==> config.mk <==
export PLATFORM = sky130hd
export DESIGN_NAME = loc_scanner
export DESIGN_NICKNAME = d
export VERILOG_FILES = /design/src/rtl/loc_scanner_pkg.sv /design/src/rtl/loc_delay_line.sv /design/src/rtl/loc_scanner.sv
export SDC_FILE = /design/constraint.sdc
export NUM_CORES = 1
export LEC_CHECK = 0
export BUFFER_PORTS_ARGS = -buffer_cell sky130_fd_sc_hd__buf_4
export CAP_MARGIN = 20
export CORE_ASPECT_RATIO = 1.75
export CORE_MARGIN = 3
export CORE_UTILIZATION = 45
export DETAILED_ROUTE_END_ITERATION = 10
export PLACE_DENSITY = 0.78
export SYNTH_ARGS = -nofsm -noshare
export SYNTH_HDL_FRONTEND = slang
export SYNTH_HIERARCHICAL = 1
export SYNTH_SLANG_ARGS = --single-unit
==> constraint.sdc <==
create_clock -name Clk -period 2.5 [get_ports Clk]
set_clock_uncertainty 0.2 [all_clocks]
set_input_delay 0.25 -clock Clk [delete_from_list [all_inputs] [get_ports Clk]]
set_output_delay 0.25 -clock Clk [all_outputs]
set_load 0.1 [all_outputs]
==> src/rtl/loc_scanner_pkg.sv <==
// Shared coordinate widths, grid size and location payload types for the
// world-state location scanner.
package loc_scanner_pkg;

  localparam int unsigned X_bits   = 8;
  localparam int unsigned Y_bits   = 7;
  localparam int unsigned PIXELS_X = 160;
  localparam int unsigned PIXELS_Y = 120;

  typedef struct packed {
    logic [X_bits-1:0] x;
    logic [Y_bits-1:0] y;
  } loc_t;

  typedef struct packed {
    logic valid;
    loc_t loc;
  } loc_tag_t;

endpackage

==> src/rtl/loc_delay_line.sv <==
// Fixed-latency shift register carrying tagged locations from view issue
// to write-back; cleared asynchronously so in-flight entries are discarded.
module loc_delay_line
  import loc_scanner_pkg::*;
#(
  parameter int unsigned N = 2
) (
  input  logic     clk,
  input  logic     rst_n,
  input  loc_tag_t din,
  output loc_tag_t dout
);

  localparam int unsigned LAST = N - 1;

  loc_tag_t stage_q [N];
  loc_tag_t stage_d [N];

  // Shift every cycle; stage 0 takes the freshly issued location.
  always_comb begin
    stage_d    = stage_q;
    stage_d[0] = din;
    for (int unsigned i = 1; i < N; i++) begin
      stage_d[i] = stage_q[i-1];
    end
  end

  always_ff @(posedge clk or negedge rst_n) begin
    if (!rst_n) begin
      stage_q <= '{default: '0};
    end else begin
      stage_q <= stage_d;
    end
  end

  assign dout = stage_q[LAST];

endmodule

==> src/rtl/loc_scanner.sv <==
// Raster address generator: sweeps the view grid x-fastest and replays each
// issued coordinate PIPE_LAT cycles later as a write-back location.
module loc_scanner #(
  parameter int unsigned PIXELS_X       = loc_scanner_pkg::PIXELS_X,
  parameter int unsigned PIXELS_Y       = loc_scanner_pkg::PIXELS_Y,
  parameter int unsigned PIPE_LAT       = 2,
  parameter int unsigned FRAME_CTR_bits = 16
) (
  input  logic                              Clk,
  input  logic                              RESET_SIM_n,
  input  logic                              HOLD_VIEWLOC,
  input  logic                              HOLD_WRITELOC,
  output logic [loc_scanner_pkg::X_bits-1:0] viewLoc_x,
  output logic [loc_scanner_pkg::Y_bits-1:0] viewLoc_y,
  output logic                              view_valid,
  output logic [loc_scanner_pkg::X_bits-1:0] writeLoc_x,
  output logic [loc_scanner_pkg::Y_bits-1:0] writeLoc_y,
  output logic                              write_en,
  output logic                              frame_start,
  output logic                              frame_done,
  output logic [FRAME_CTR_bits-1:0]         frame_count
);

  import loc_scanner_pkg::*;

  localparam int unsigned X_W = X_bits;
  localparam int unsigned Y_W = Y_bits;
  localparam int unsigned F_W = FRAME_CTR_bits;

  localparam logic [X_W-1:0] X_LAST = X_W'(PIXELS_X - 1);
  localparam logic [Y_W-1:0] Y_LAST = Y_W'(PIXELS_Y - 1);

  logic [X_W-1:0] x_q, x_d;
  logic [Y_W-1:0] y_q, y_d;
  logic [F_W-1:0] frame_count_q, frame_count_d;

  loc_tag_t tag_in;
  loc_tag_t tag_out;

  // Issue side is combinational from the held raster position.
  always_comb begin
    view_valid  = ~HOLD_VIEWLOC;
    frame_start = view_valid && (x_q == '0) && (y_q == '0);
  end

  // Raster advance, x-fastest with full-frame wrap.
  always_comb begin
    x_d = x_q;
    y_d = y_q;
    if (view_valid) begin
      if (x_q == X_LAST) begin
        x_d = '0;
        y_d = (y_q == Y_LAST) ? '0 : y_q + Y_W'(1);
      end else begin
        x_d = x_q + X_W'(1);
      end
    end
  end

  always_comb begin
    tag_in       = '0;
    tag_in.valid = view_valid;
    tag_in.loc.x = x_q;
    tag_in.loc.y = y_q;
  end

  loc_delay_line #(
    .N (PIPE_LAT)
  ) u_delay (
    .clk   (Clk),
    .rst_n (RESET_SIM_n),
    .din   (tag_in),
    .dout  (tag_out)
  );

  // A write suppressed by HOLD_WRITELOC is dropped, never retried.
  always_comb begin
    write_en      = tag_out.valid & ~HOLD_WRITELOC;
    frame_done    = write_en && (tag_out.loc.x == X_LAST) && (tag_out.loc.y == Y_LAST);
    frame_count_d = frame_count_q + (frame_done ? F_W'(1) : F_W'(0));
  end

  always_ff @(posedge Clk or negedge RESET_SIM_n) begin
    if (!RESET_SIM_n) begin
      x_q           <= '0;
      y_q           <= '0;
      frame_count_q <= '0;
    end else begin
      x_q           <= x_d;
      y_q           <= y_d;
      frame_count_q <= frame_count_d;
    end
  end

  assign viewLoc_x   = x_q;
  assign viewLoc_y   = y_q;
  assign writeLoc_x  = tag_out.loc.x;
  assign writeLoc_y  = tag_out.loc.y;
  assign frame_count = frame_count_q;

endmodule

======== Word-level counts from Yosys, hierarchy flattened ========
Index checks and enable logic that the tools add are counted.
cells by class
  muxes and demuxes ....................... 3
  bitwise operators ....................... 3
  eq/ne operators ......................... 4
  $add $sub $neg .......................... 3
  reduce and logical (&&, ||, !) cells .... 7
operator list
  operator               count
  $add A16 B1 Y16        1
  $eq A8 B8 Y1 const B   2
  $eq A7 B7 Y1 const B   2
  $add A8 B1 Y8 const B  1
  $logic_not A8 Y1       1
  $mux W8                1
  $add A7 B1 Y7 const B  1
  $logic_not A7 Y1       1
  $mux W7                1
  $logic_and A1 B1 Y1    4
  $not A1 Y1             2
  $reduce_and A2 Y1      1
  $and A1 B1 Y1          1
  $mux W1                1
storage, ports and cells
  input port bits ......................... 4
  flip-flop bits (word level) ............. 63
  logic and storage cells ................. 29

======== Depth between registers and ports, before layout ========
Gate-level depths: netlist (run 1).
  depth in word-level cells ............... 6
  mapped depth ............................ 9
  mapped depth without buffers ............ 9

======== By module ========
The synthesis (run 1) kept the hierarchy.
modules (own cells, without submodules)
  module          area an instance (sq um)  times used  cells each
  loc_scanner     1542.7                    1           147
  loc_delay_line  800.8                     1           32

======== Worst setup path after synthesis (run 1) ========
Ideal clock, no wire load.
  path type ............................... reg2reg
  start ................................... reg u_delay.stage_q (netlist bit u_delay/dout[15])
  end ..................................... reg frame_count_q[12], in the netlist frame_count[12]
  path buffers ............................ 0
  clock period less this slack ............ 6605 ps
  data required time ...................... 2142 ps
  library setup time ...................... 158 ps
  stages on the path, launching flop included .. 10
  data arrival time ....................... 6247 ps
  path slack .............................. -4105 ps
  cells stage by stage .................... dfrtp_1 > nor2b_1 > nand4_1 > nor4_1 > ha_1 > ha_1 > inv_1 > nor2_1 > nand4_1 > xnor2_1
between the ends
  word-level cells in the longest chain between the ends .. 5
RTL lines
  what                               RTL line              text
  start: declaration                 loc_delay_line.sv:16  loc_tag_t stage_q [N];
  start signal: assignment           loc_delay_line.sv:32  stage_q <= stage_d;
  $and A1 B1 Y1                      loc_scanner.sv:78     write_en = tag_out.valid & ~HOLD_WRITELOC;
  named net write_en                 loc_scanner.sv:18     output logic write_en,
  $logic_and A1 B1 Y1 (2 in series)  loc_scanner.sv:79     frame_done = write_en && (tag_out.loc.x == X_LAST) && (tag_out.loc.y == Y_LAST);
  named net frame_done               loc_scanner.sv:20     output logic frame_done,
  $mux W1                            loc_scanner.sv:80     frame_count_d = frame_count_q + (frame_done ? F_W'(1) : F_W'(0));
  $add A16 B1 Y16                    loc_scanner.sv:80
  named net frame_count_d[12]        loc_scanner.sv:35     logic [F_W-1:0] frame_count_q, frame_count_d;
  end signal: assignment             loc_scanner.sv:91     frame_count_q <= frame_count_d;
  end: declaration                   loc_scanner.sv:35
The timed path passes the listed nets, and every way through them passes these cells.
A chain may end at the register's enable or synchronous reset.

======== Worst setup path after layout (run 1) ========
  start ................................... reg y_q[1], in the netlist viewLoc_y[1]
  end ..................................... out frame_start
between the ends
  word-level cells in the longest chain between the ends .. 2
RTL lines
  what                      RTL line           text
  start: declaration        loc_scanner.sv:34  logic [Y_W-1:0] y_q, y_d;
  start signal: assignment  loc_scanner.sv:90  y_q <= y_d;
  $logic_not A7 Y1          loc_scanner.sv:43  frame_start = view_valid && (x_q == '0) && (y_q == '0);
  $logic_and A1 B1 Y1       loc_scanner.sv:43
  end: declaration          loc_scanner.sv:19  output logic frame_start,
No other way between the ends.

==> results.cfg, run 1 <==
[logic_synthesis]
seq_area_frac_synth_pct = 67.3
syn_area_mm2 = 0.00234
syn_area_per_cell_um2 = 13.1
synth_cells = 179
synth.area.top_cells = dfrtp_1 67%, xnor2_1 4.5%, ha_1 3.2%
yosys_warnings = 6
synth_top_area_share_pct = 67.3
yosysTopAreaCell = dfrtp_1
ys_types = 33
ys_seq_elements = 63
syn-num-nets = 189

[die]
die_h_um = 101
core_area_mm2 = 0.00502
initial_core_util_pct = 46.7
die_width_um = 60.6
io_pins = 54
die-area_mm2 = 0.00614
rows = 34

[pwr]
power.density_mw_per_mm2 = 1070
vdd_drop_max_mv = 1.05
p_leak_nw = 1.48

[critical_path]
critPathMaxStageDelay_ps = 520
critPathMaxFanout = 6
path_cells = inv_2 > ha_1 > or4b_4 > nor4_4 > buf_6
r2r_start = viewLoc_x[0]
slowest_stage = dfrtp_4
crit_path_end_kind = output port
crit_type = flip-flop to output port
cp.required_ps = 2050
cp.buffers_inverters = 2
arrival_ps = 1950
worstSetupStartpointType = flip-flop
cp_top_family = simple AND/OR/NAND/NOR gates
crit_start = viewLoc_y[1]

[final_layout]
drive_above_1_share_pct = 47.4
fillers = 408
fin_util_pct = 62.9
syn_to_final_growth_pct = 34.7
nets = 256
finish.instance_area_mm2 = 0.00316
fin_cells = 305
antennaDiodeCount = 0

[sta]
post-route-period-util_pct = 96.1
setup_viol = 0
worst_pin_slew_ps = 766
fin_hold_ws_ps = 145
rsz0062_at_grt = false
slew_headroom_pct = 49.0
timing.final.crit_period_ps = 2400
timing_hold_violations_final = 0
finalMaxSlewViolations = 0
tns_ps = 0
fmaxAchievable_mhz = 416

[min_path]
hold_path_class = flip-flop to flip-flop
hp-start = u_delay/stage_d[14]

[clock_tree]
path_clk_slew_ps = 60
clk_latency_ps = 320
cts_tree = done
root_buffer = clkbuf_8
clk_path_buf_depth = 2
htreeDepth = 3
clock_sinks = 63
cts_inserted_buffers = 9

[place]
dpl.hpwl_um = 3470
port_buffers = 53
dpl.cell_count = 285
place_congestion = 0.883
dpl-instance-area_mm2 = 0.00292

[route]
drt_pass1_iterations = 4
wire_per_inst_um = 15.9
ant_nets = 0
drt-initial-drc-count = 78
vias_per_cell = 5.36
drc_errors = 0
wirelength_um = 4860
vias = 1636

[global_route]
grt_max_degree = 64
track_usage_pct = 17.9
first_global_vias = 1625
grt_pass1_wl_um = 7830
overflow = 0
antenna_found_initial = 0

[run_status]
status = complete, no violations

[flow_run]
maxCapViolations = 0
cell type report:
type                    instances  area, µm²  share of cell area (%)
flip-flops and latches         63       1620                    51.3
multi-input cells             106        796                    25.2
repair buffers                 58        444                    14.1
clock buffers                  12        155                    4.92
well taps                      54       67.6                    2.14
clock inverters                 4       45.0                    1.43
inverters                       8       30.0                   0.952
cells in the final DEF (no fill, tap or decap), types with 3 or more instances in the layout:
master,netlist,layout
nor4_1,5,3
xor2_1,8,8
dfrtp_1,63,34
nand4_1,7,7
inv_2,0,3
ha_1,6,4
nand4b_1,3,3
nor3_1,3,3
nor2_1,12,11
inv_1,8,5
xnor2_1,12,12
o21ai_0,4,4
nand2_1,14,14
clkbuf_8,0,11
clkinv_2,0,3
buf_4,0,55
nand3_1,9,9
dfrtp_2,0,27
final timing paths:
kind | endpoint | slack, ps | cells past startpoint
max | frame_start | 100 | 5
min | u_delay/dout[14] | 140 | 0
max reg2reg | viewLoc_y[6] | 360 | 5
min reg2reg | u_delay/dout[14] | 140 | 0
max in group asynchronous | viewLoc_y[1] | 1170 | 2
min in group asynchronous | u_delay/stage_d[2] | 350 | 2
report_power, final:
part	total, W	internal (W)	leakage [nW]	switching (W)
combinational	0.00116	0.000221	0.614	0.000938
sequential	0.00135	0.00120	0.758	0.000158
clock	0.000864	0.000510	0.106	0.000354
kinds of logic after synthesis:
kind of cell | synth area share [%]
AND/OR/NAND/NOR | 16.3
flip-flops | 67.3
XOR/XNOR | 7.47
AO/OA/AOI/OAI | 2.72
buffers and inverters | 1.60
adder cells (fa/ha/maj) | 3.20
multiplexers | 1.39
per-layer routing:
metal | wire (µm) | GRT usage, % | vias to the layer above
met5 | 0 | 0 | -
met4 | 141 | 10.4 | 0
met3 | 333 | 5.10 | 14
met2 | 2610 | 29.8 | 63
met1 | 1780 | 19.7 | 804
li1 | - | - | 755
per-stage QoR:
step                total power (W)  setup slack (ps)
floorplan                   0.00225             -1020
global placement            0.00251               404
finish                      0.00338              96.4
detailed placement          0.00253               352
global route                0.00352              7.74
CTS                         0.00341              43.1
worst reg2reg max path, cell delays in order (launching register included):
cell and delay [ps]:
dfrtp_2 420, ha_1 230, nand3b_4 110, or4_4 530
or4b_1 510, nand2_1 80
repair_timing:
item | in CTS | in global routing
buffers inserted | 0 | 2
endpoints found under the setup margin | 1 | 1
hold buffers | 2 | 0
endpoints found under the hold margin | 64 | 0
resized for setup | 1 | 0
Yosys cell counts (all sizes together):
cell    instances
nor2b           2
nor3            3
nor4            5
xor2            8
nand3b          1
ha              6
nor3b           1
or2b            1
or3             2
nand4b          3
mux2i           1
nor4b           1
or2             2
a31oi           1
a41oi           1
o21a            1
or4b            2
a31o            1
and4            1
mux2            2
nor2           12
xnor2          12
inv             8
nand4           7
dfrtp          63
nand2          14
or4             1
clkbuf          2
o21ai           4
a21o            1
nand3           9
a21oi           1
state kept, by name, summed over array words and instances, names as in the netlist:
name / cells
viewLoc_y: 7
u_delay/dout: 16
u_delay/stage_d: 16
viewLoc_x: 8
frame_count: 16
(Power assumes the default switching activity.)
==> run 2: changes to the inputs <==
CELL_PAD_IN_SITES_DETAIL_PLACEMENT = 1   (was unset)
CELL_PAD_IN_SITES_GLOBAL_PLACEMENT = 1   (was unset)
CORE_UTILIZATION = 42   (was 45)
PLACE_DENSITY = 0.87   (was 0.78)
==> run 2 against run 1 <==
  * Total power up 2.8%
  * Cell area increased by 0.48%
  * Clock-buffer cell count is the same
  * Register-to-register slack got worse by 20 ps
  * Cell count grew 5.9%
  * Hold slack better by 4.9 ps
  * Maximum frequency is 1.3% higher
  * Critical endpoint unchanged
  * Highest routed layer unchanged
==> results.cfg, run 2 (synthesis results as in run 1) <==
[global_route]
overflow = 0
grt_max_degree = 64
grt_pass1_wl_um = 9210
first_global_vias = 1800
track_usage_pct = 18.7
antenna_found_initial = 0

[route]
wirelength_um = 5520
ant_nets = 0
drt-initial-drc-count = 65
drt_pass1_iterations = 4
drc_errors = 0
wire_per_inst_um = 17.1
vias_per_cell = 5.09
vias = 1643

[die]
die_h_um = 105
initial_core_util_pct = 43.9
die_width_um = 62.5
core_area_mm2 = 0.00534
rows = 35
io_pins = 54
die-area_mm2 = 0.00655

[final_layout]
final_common_cell = buf_4
syn_to_final_growth_pct = 35.3
drive_above_1_share_pct = 46.2
final_cell_mix = 53 x buf_4, 34 x dfrtp_1, 27 x dfrtp_2
nets = 254
antennaDiodeCount = 0

[critical_path]
critPathMaxStageDelay_ps = 510
slowest_stage = dfrtp_4
arrival_ps = 1920
critPathMaxFanout = 7
path_cells = inv_2 > ha_1 > or4b_4 > nor4_4 > buf_6
crit_path_end_kind = output port
cp.required_ps = 2050
crit_type = flip-flop to output port
worstSetupStartpointType = flip-flop

[clock_tree]
cts_tree = done
cts_setup_buffers = 0
clk_latency_ps = 340
cts_inserted_buffers = 9
root_buffer = clkbuf_8
htreeDepth = 3
clock_sinks = 63
path_clk_slew_ps = 60
clk_path_buf_depth = 2

[run_status]
status = complete, no violations

[sta]
post-route-period-util_pct = 94.9
timing_hold_violations_final = 0
finalMaxSlewViolations = 0
timing.final.crit_period_ps = 2370
tns_ps = 0
setup_viol = 0
rsz0062_at_grt = false
worst_pin_slew_ps = 768
fmaxAchievable_mhz = 422
slew_headroom_pct = 48.8

[flow_run]
maxCapViolations = 0

[min_path]
hold_path_class = flip-flop to flip-flop

[place]
port_buffers = 53
place_congestion = 0.846
dpl.hpwl_um = 3850

[pwr]
power.density_mw_per_mm2 = 1100
power.total_w = 0.00347
p_leak_nw = 1.47
vdd_drop_max_mv = 0.792
run 2: changes by cell type in the layout (fill, tap and decap cells not counted), sizes merged:
| cell | previous run | this run |
|---|---|---|
| bufinv | 1 | 2 |
| buf | 56 | 54 |
| clkinv | 3 | 2 |
run 2: area by class of cell:
| class | instances | area [µm²] |
|---|---|---|
| multi-input cells | 106 | 796 |
| fillers | 584 | 2170 |
| repair buffers | 56 | 429 |
| flip-flops and latches | 63 | 1620 |
| clock inverters | 4 | 70.1 |
| well taps | 74 | 92.6 |
| clock buffers | 12 | 135 |
| inverters | 8 | 30.0 |
run 2: repair_timing:
item / CTS / global route
gates resized for setup: 0 / 1
endpoints found under the hold margin: 64 / 0
setup endpoints to repair: 0 / 1
hold buffers: 2 / 0
run 2: per-stage QoR:
step           utilization, %  worst slack (ps)  cell area [µm²]  std cells  hold slack [ps]
2_1_floorplan               -             -1020             2450        179             -246
3_3_place_gp             55.1               395             2940        305              132
3_5_place_dp             55.1               332             2940        305              135
4_1_cts                  59.3              58.9             3170        323              151
5_1_grt                  59.3              46.0             3170        323              158
6_report                 59.3               128             3170        323              150
run 2: report_power, final:
| part | leakage, nW | internal, W | switching, W | total, W |
|---|---|---|---|---|
| Combinational | 0.605 | 0.000221 | 0.000951 | 0.00117 |
| Sequential | 0.758 | 0.00120 | 0.000174 | 0.00137 |
| Clock | 0.104 | 0.000559 | 0.000372 | 0.000931 |
run 2: worst paths after layout:
kind	start	end	slack [ps]	depth (start not counted)
max in group asynchronous	RESET_SIM_n	viewLoc_y[1]	1180	2
worst min register to register	u_delay/stage_d[2]	u_delay/dout[2]	150	0
worst max-delay path	viewLoc_y[0]	frame_start	130	5
worst min-delay path	u_delay/stage_d[2]	u_delay/dout[2]	150	0
worst max register to register	viewLoc_x[0]	viewLoc_y[6]	340	5
min in group asynchronous	RESET_SIM_n	frame_count[4]	330	2
run 2: metal layers:
| layer | global-route usage, % | part of all wire [%] | vias to the layer above |
|---|---|---|---|
| met5 | 0 | 0 | - |
| met4 | 7.74 | 1.5 | 0 |
| met3 | 6.45 | 6.3 | 7 |
| met2 | 33.1 | 55 | 62 |
| met1 | 20.0 | 37 | 826 |
| li1 | - | - | 748 |
run 2: worst max-delay path: cells and delay by family, from the launching register on:
family        cells  cell delay, ps
fa+ha+maj         1             130
buf+inv           2             330
flops             1             510
simple gates      2             620
